==> config.mk <==
export PLATFORM = sky130hd
export DESIGN_NAME = dp4_feeder
export DESIGN_NICKNAME = d
export VERILOG_FILES = /design/src/rtl/dp4_feeder.sv
export SDC_FILE = /design/constraint.sdc
export NUM_CORES = 1
export LEC_CHECK = 0
export ABC_CLOCK_PERIOD_IN_PS = 11300
export CAP_MARGIN = 20
export CORE_ASPECT_RATIO = 1.1
export CORE_MARGIN = 2
export CORE_UTILIZATION = 41
export DETAILED_ROUTE_END_ITERATION = 10
export PLACE_DENSITY_LB_ADDON = 0.25
export SLEW_MARGIN = 0
export SYNTH_ARGS = -nofsm -noshare
export SYNTH_HDL_FRONTEND = slang
export SYNTH_SLANG_ARGS = --single-unit
==> constraint.sdc <==
create_clock -name clk -period 11.3 [get_ports clk]
set_clock_uncertainty 0.05 [all_clocks]
set_input_delay 1.13 -clock clk [delete_from_list [all_inputs] [get_ports clk]]
set_output_delay 1.13 -clock clk [all_outputs]
set_load 0.03 [all_outputs]
==> src/rtl/dp4_feeder.sv <==
// dp4_feeder: gathers eight operand words into a load buffer, launches them as
// one vector into an external DP4 pipeline, captures each tagged result into
// a small FIFO and hands results to a consumer in launch order. Launches only
// happen when the FIFO is guaranteed to have room for the result.
module dp4_feeder #(
  parameter int LAT    = 3,
  parameter int RDEPTH = 4
) (
  input  logic         clk,
  input  logic         rst,
  input  logic         in_valid,
  output logic         in_ready,
  input  logic [31:0]  in_data,
  output logic [255:0] dp_vec,
  input  logic [31:0]  dp_result,
  output logic         out_valid,
  input  logic         out_ready,
  output logic [31:0]  out_data,
  output logic [15:0]  job_cnt
);

  localparam int AW = (RDEPTH > 1) ? $clog2(RDEPTH) : 1;
  // wide enough for fifo_cnt + inflight without overflow
  localparam int CW = $clog2(2 * RDEPTH + 1);

  logic [2:0]    wcnt;
  logic          full;
  logic [31:0]   slots [8];
  logic [255:0]  slot_flat;
  logic [LAT:0]  tag_sr;
  logic [CW-1:0] inflight;
  logic [CW-1:0] fifo_cnt;
  logic [CW-1:0] credit_sum;
  logic [31:0]   fifo_mem [RDEPTH];
  logic [AW-1:0] wptr;
  logic [AW-1:0] rptr;
  logic          launch;
  logic          accept;
  logic          push;
  logic          pop;

  // Credits count both queued results and results still in the DP4 pipe,
  // so a launched job always finds a free FIFO entry when it returns.
  assign credit_sum = fifo_cnt + inflight;
  assign launch     = full && (credit_sum < CW'(RDEPTH));
  assign in_ready   = rst && (!full || launch);
  assign accept     = in_valid && in_ready;
  assign push       = tag_sr[LAT];
  assign out_valid  = rst && (fifo_cnt != '0);
  assign pop        = out_valid && out_ready;
  assign out_data   = out_valid ? fifo_mem[rptr] : '0;

  // Flatten slots so slot 0 (a0) lands in the least significant word.
  generate
    for (genvar gi = 0; gi < 8; gi++) begin : g_flat
      assign slot_flat[gi*32 +: 32] = slots[gi];
    end
  endgenerate

  // Load buffer storage; contents are don't-care until fully written.
  always_ff @(posedge clk) begin
    if (accept) slots[wcnt] <= in_data;
  end

  // Load buffer write counter and full flag.
  always_ff @(posedge clk or negedge rst) begin
    if (!rst) begin
      wcnt <= '0;
      full <= 1'b0;
    end else begin
      if (launch) wcnt <= accept ? 3'd1 : 3'd0;
      else if (accept) wcnt <= wcnt + 3'd1;
      if (accept && (wcnt == 3'd7)) full <= 1'b1;
      else if (launch) full <= 1'b0;
    end
  end

  // Operand register for the DP4 plus the tag that marks its result.
  always_ff @(posedge clk or negedge rst) begin
    if (!rst) begin
      dp_vec   <= '0;
      tag_sr   <= '0;
      inflight <= '0;
    end else begin
      if (launch) dp_vec <= slot_flat;
      tag_sr   <= {tag_sr[LAT-1:0], launch};
      inflight <= inflight + CW'(launch) - CW'(push);
    end
  end

  // Result FIFO storage, written when a tag exits the shift register.
  always_ff @(posedge clk) begin
    if (push) fifo_mem[wptr] <= dp_result;
  end

  // Result FIFO pointers, occupancy and popped-job counter.
  always_ff @(posedge clk or negedge rst) begin
    if (!rst) begin
      wptr     <= '0;
      rptr     <= '0;
      fifo_cnt <= '0;
      job_cnt  <= '0;
    end else begin
      if (push) wptr <= wptr + AW'(1);
      if (pop) begin
        rptr    <= rptr + AW'(1);
        job_cnt <= job_cnt + 16'd1;
      end
      fifo_cnt <= fifo_cnt + CW'(push) - CW'(pop);
    end
  end

endmodule
==> results.sh <==
export IMPL_hold_path_depth=0
export IMPL_hold_slack_ns=0.300
export IMPL_grt_max_degree=144
export IMPL_ant_nets=0
export IMPL_cts_sinks=676
export IMPL_max_stage_delay_ns=0.76
export IMPL_core_area_mm2=0.0576
export IMPL_worst_slew_pin_slew_ns=0.999
export IMPL_maxSlewViolCount=0
export IMPL_relSlewSlack_pct=33.4
export IMPL_power_internal_mw=5.93
export IMPL_ys_seq_elements=676
export IMPL_fp_dieH_um=258
export IMPL_num_fill_cells=4563
export IMPL_start_util_pct=41.7
export IMPL_slowest_stage="clkdlybuf4s50_1"
export IMPL_cts_inserted_buffers=70
export IMPL_grt_pass1_wl_um=81500
export IMPL_port_buffers=373
export IMPL_status="complete, no violations"
export IMPL_combPwrFrac_pct=35.2
export IMPL_postSynth_asyncResetShare_pct=43.2
export IMPL_gp_congestion=0.742
export IMPL_synth_edf_count=384
export IMPL_syn_nets=1269
export IMPL_grt_setup_unrepaired="false"
export IMPL_clock_fmax_ghz=0.210
export IMPL_p_seq_share_pct=38.9
export IMPL_p_per_area_mw_per_mm2=287
export IMPL_cp_cell_sequence="ha_1 > a31o_2 > or3_4 > and2_1 > a21boi_0 > clkdlybuf4s50_1"
export IMPL_power_leakage_nw=11.8
export IMPL_cp_required_ns=10.12
export IMPL_dr_total_vias=12100
export IMPL_ys_types=40
export IMPL_seqCellArea_mm2=0.0188
export IMPL_avgViaCountPerCell=5.01
export IMPL_setup_tns_ns=0
export IMPL_layout_nets=1694
export IMPL_min_period_over_period_pct=42.2
export IMPL_grtUsageTotal_pct=18.1
export IMPL_worst_hold_path_type="reg -> reg"
export IMPL_die_area_mm2=0.0604
export IMPL_yosysSeqAreaShare_pct=78.6
export IMPL_switching_share_pct=33.4
export IMPL_cts_max_level=3
export IMPL_route_detailed_drc=0
export IMPL_post_cts_buffers=0
export IMPL_yosys_most_used_dff="edfxtp_1"
export IMPL_n_antenna_cell=0
export IMPL_cts_tree="done"
export IMPL_cts_resized=0
export IMPL_cts_root_buf="clkbuf_16"
export IMPL_ir_drop_uv=154
export IMPL_drt_iter0_drc=665
export IMPL_pwr_share_clk_pct=25.9
export IMPL_cts_buffer_depth=3
export IMPL_wire_per_inst_um=22.4
export IMPL_critical_path_class="reg -> out"
export IMPL_overflow=0
export IMPL_routed_wl_um=54000
export IMPL_setup_violations=0
export IMPL_path_clk_slew_ns=0.06
export IMPL_chipWidth_um=235
export IMPL_ff2ff_path_depth=6
export IMPL_grt_pass1_vias=12800
export IMPL_arrival_ns=3.59
export IMPL_p_sw_mw=2.97
export IMPL_antenna_found_initial=0
export IMPL_hpwlAfterDp_um=34400
export IMPL_firstDrtPassIters=5
export IMPL_hold_viol=0
export IMPL_drv_cap=0
export IMPL_area_delta_synth_final_pct=29.5
export IMPL_critPathMaxFanout=11
export IMPL_ctsHoldBuffers=0
export IMPL_rows=92
export IMPL_end_kind="primary output"
export IMPL_fin_crit_ns=4.77
export IMPL_clk_latency_ns=0.60
export IMPL_ios=374
export IMPL_avgSynthCellArea_um2=20.3
export IMPL_critPathLaunchType="flip-flop"
export IMPL_multi_input_area_mm2=0.00485
export IMPL_power_total_mw=8.90
export IMPL_drive_above_1_share_pct=26.1
export IMPL_syn_instance_count=1181
export IMPL_syn_area_mm2=0.0240
export IMPL_ys_warn_count=0
## flip-flops by register name (all words and copies together), names as in the netlist
| register | cells |
|---|---|
| dp_vec | 256 |
| fifo_cnt | 4 |
| fifo_mem | 128 |
| full | 1 |
| inflight | 4 |
| job_cnt | 16 |
| rptr | 2 |
| slots | 256 |
| tag_sr | 4 |
| wcnt | 3 |
| wptr | 2 |
## cell type report
cell class              count  area share (%)
repair buffers            401            12.9
clock buffers              99            6.46
multi-input cells         437            15.6
well taps                 752            3.03
flip-flops and latches    676            60.7
inverters                  20           0.242
clock inverters            31            1.07
## synth_stat cells, types with 2 or more instances
cell type | number | area (µm²)
buf_2 | 7 | 35.0
and3_1 | 37 | 231
a2111oi_0 | 4 | 35.0
o22ai_1 | 2 | 12.5
edfxtp_1 | 384 | 11500
inv_1 | 20 | 75.1
clkbuf_1 | 16 | 60.1
mux4_2 | 32 | 721
buf_4 | 23 | 173
a21oi_1 | 4 | 20.0
nand4_1 | 4 | 25.0
xor2_1 | 8 | 70.1
nand2_1 | 14 | 52.6
ha_1 | 18 | 225
nor3b_1 | 2 | 15.0
mux2_2 | 257 | 2890
and4_1 | 4 | 35.0
fa_1 | 2 | 40.0
nand3_1 | 6 | 30.0
buf_6 | 2 | 22.5
xnor2_1 | 16 | 140
a21o_1 | 3 | 22.5
a211oi_1 | 3 | 22.5
and2_1 | 5 | 31.3
dfrtp_1 | 292 | 7310
mux2i_1 | 2 | 20.0
## worst max-delay path: cells and delay by family (launching register included)
kind | cells | cell delay (ns)
buf+inv | 1 | 0.76
compound gates | 2 | 0.68
fa+ha+maj | 1 | 0.30
flops | 1 | 0.45
simple gates | 2 | 0.81
## path summary, 6_finish.rpt
path                                            start                       to  slack [ns]
max in group asynchronous                         rst  dp_vec[218]$_DFFE_PN0P_        8.81
min in group asynchronous                         rst  job_cnt[11]$_DFFE_PN0P_        0.41
worst max-delay path            fifo_cnt[1]$_DFF_PN0_                 in_ready        6.53
worst min-delay path              tag_sr[1]$_DFF_PN0_      tag_sr[2]$_DFF_PN0_        0.30
worst min register to register    tag_sr[1]$_DFF_PN0_      tag_sr[2]$_DFF_PN0_        0.30
worst max register to register  fifo_cnt[1]$_DFF_PN0_   slots[7][17]$_DFFE_PP_        7.66
## power by group through the flow
| stage | Clock [mW] | Sequential (mW) | Combinational, mW |
|---|---|---|---|
| 2_1_floorplan | 0 | 4.28 | 0.998 |
| 6_report | 2.31 | 3.46 | 3.13 |
| 5_1_grt | 2.48 | 3.53 | 3.31 |
| 3_5_place_dp | 0 | 3.52 | 3.17 |
| 3_3_place_gp | 0 | 3.49 | 3.13 |
| 4_1_cts | 2.38 | 3.47 | 3.18 |
## per-layer routing
metal | track usage, % | wire length, µm
met5 | 0 | 0
met4 | 5.97 | 1180
met3 | 6.15 | 4520
met2 | 29.2 | 26600
met1 | 22.9 | 21700
## placed cells by master, fill, tap and decap left out, drive strengths merged, types with 2 or more instances in the layout
cell / netlist / routed
xor2: 8 / 8
dfrtp: 292 / 292
xnor2: 16 / 16
and2: 5 / 5
edfxtp: 384 / 384
fa: 2 / 2
nor3b: 2 / 2
nand3: 6 / 6
o22ai: 2 / 2
inv: 20 / 25
mux2i: 2 / 2
nand2: 14 / 14
mux2: 257 / 257
bufinv: 0 / 6
a21boi: 2 / 2
mux4: 32 / 32
and4: 4 / 4
clkinv: 0 / 14
buf: 32 / 29
a211oi: 3 / 3
a2111oi: 4 / 4
clkinvlp: 0 / 6
a21o: 3 / 3
clkbuf: 16 / 99
ha: 18 / 18
clkdlybuf4s50: 0 / 372
and3: 37 / 37
or3: 2 / 2
a21oi: 4 / 4
nand4: 4 / 4
## metrics by stage
step | setup WS [ns] | cells | utilization, % | cell area, µm²
after global routing | 6.38 | 2416 | 54.0 | 31100
after floorplan | 3.90 | 1181 | - | 24000
after detailed placement | 7.08 | 2283 | 49.8 | 28600
final | 6.53 | 2416 | 54.0 | 31100
after CTS | 6.41 | 2413 | 53.8 | 31000
after global placement | 7.09 | 2283 | 49.8 | 28600
## cells by family after synthesis
kind of cell / share of synthesized area, %
DFF: 78.6
and+or+nand+nor: 1.97
AOI/OAI and AO/OA: 0.715
muxes: 15.2
buffers and inverters: 1.52
xor gates and xnor gates: 0.976
adders and majority gates: 1.11
(Power assumes the default switching activity.)
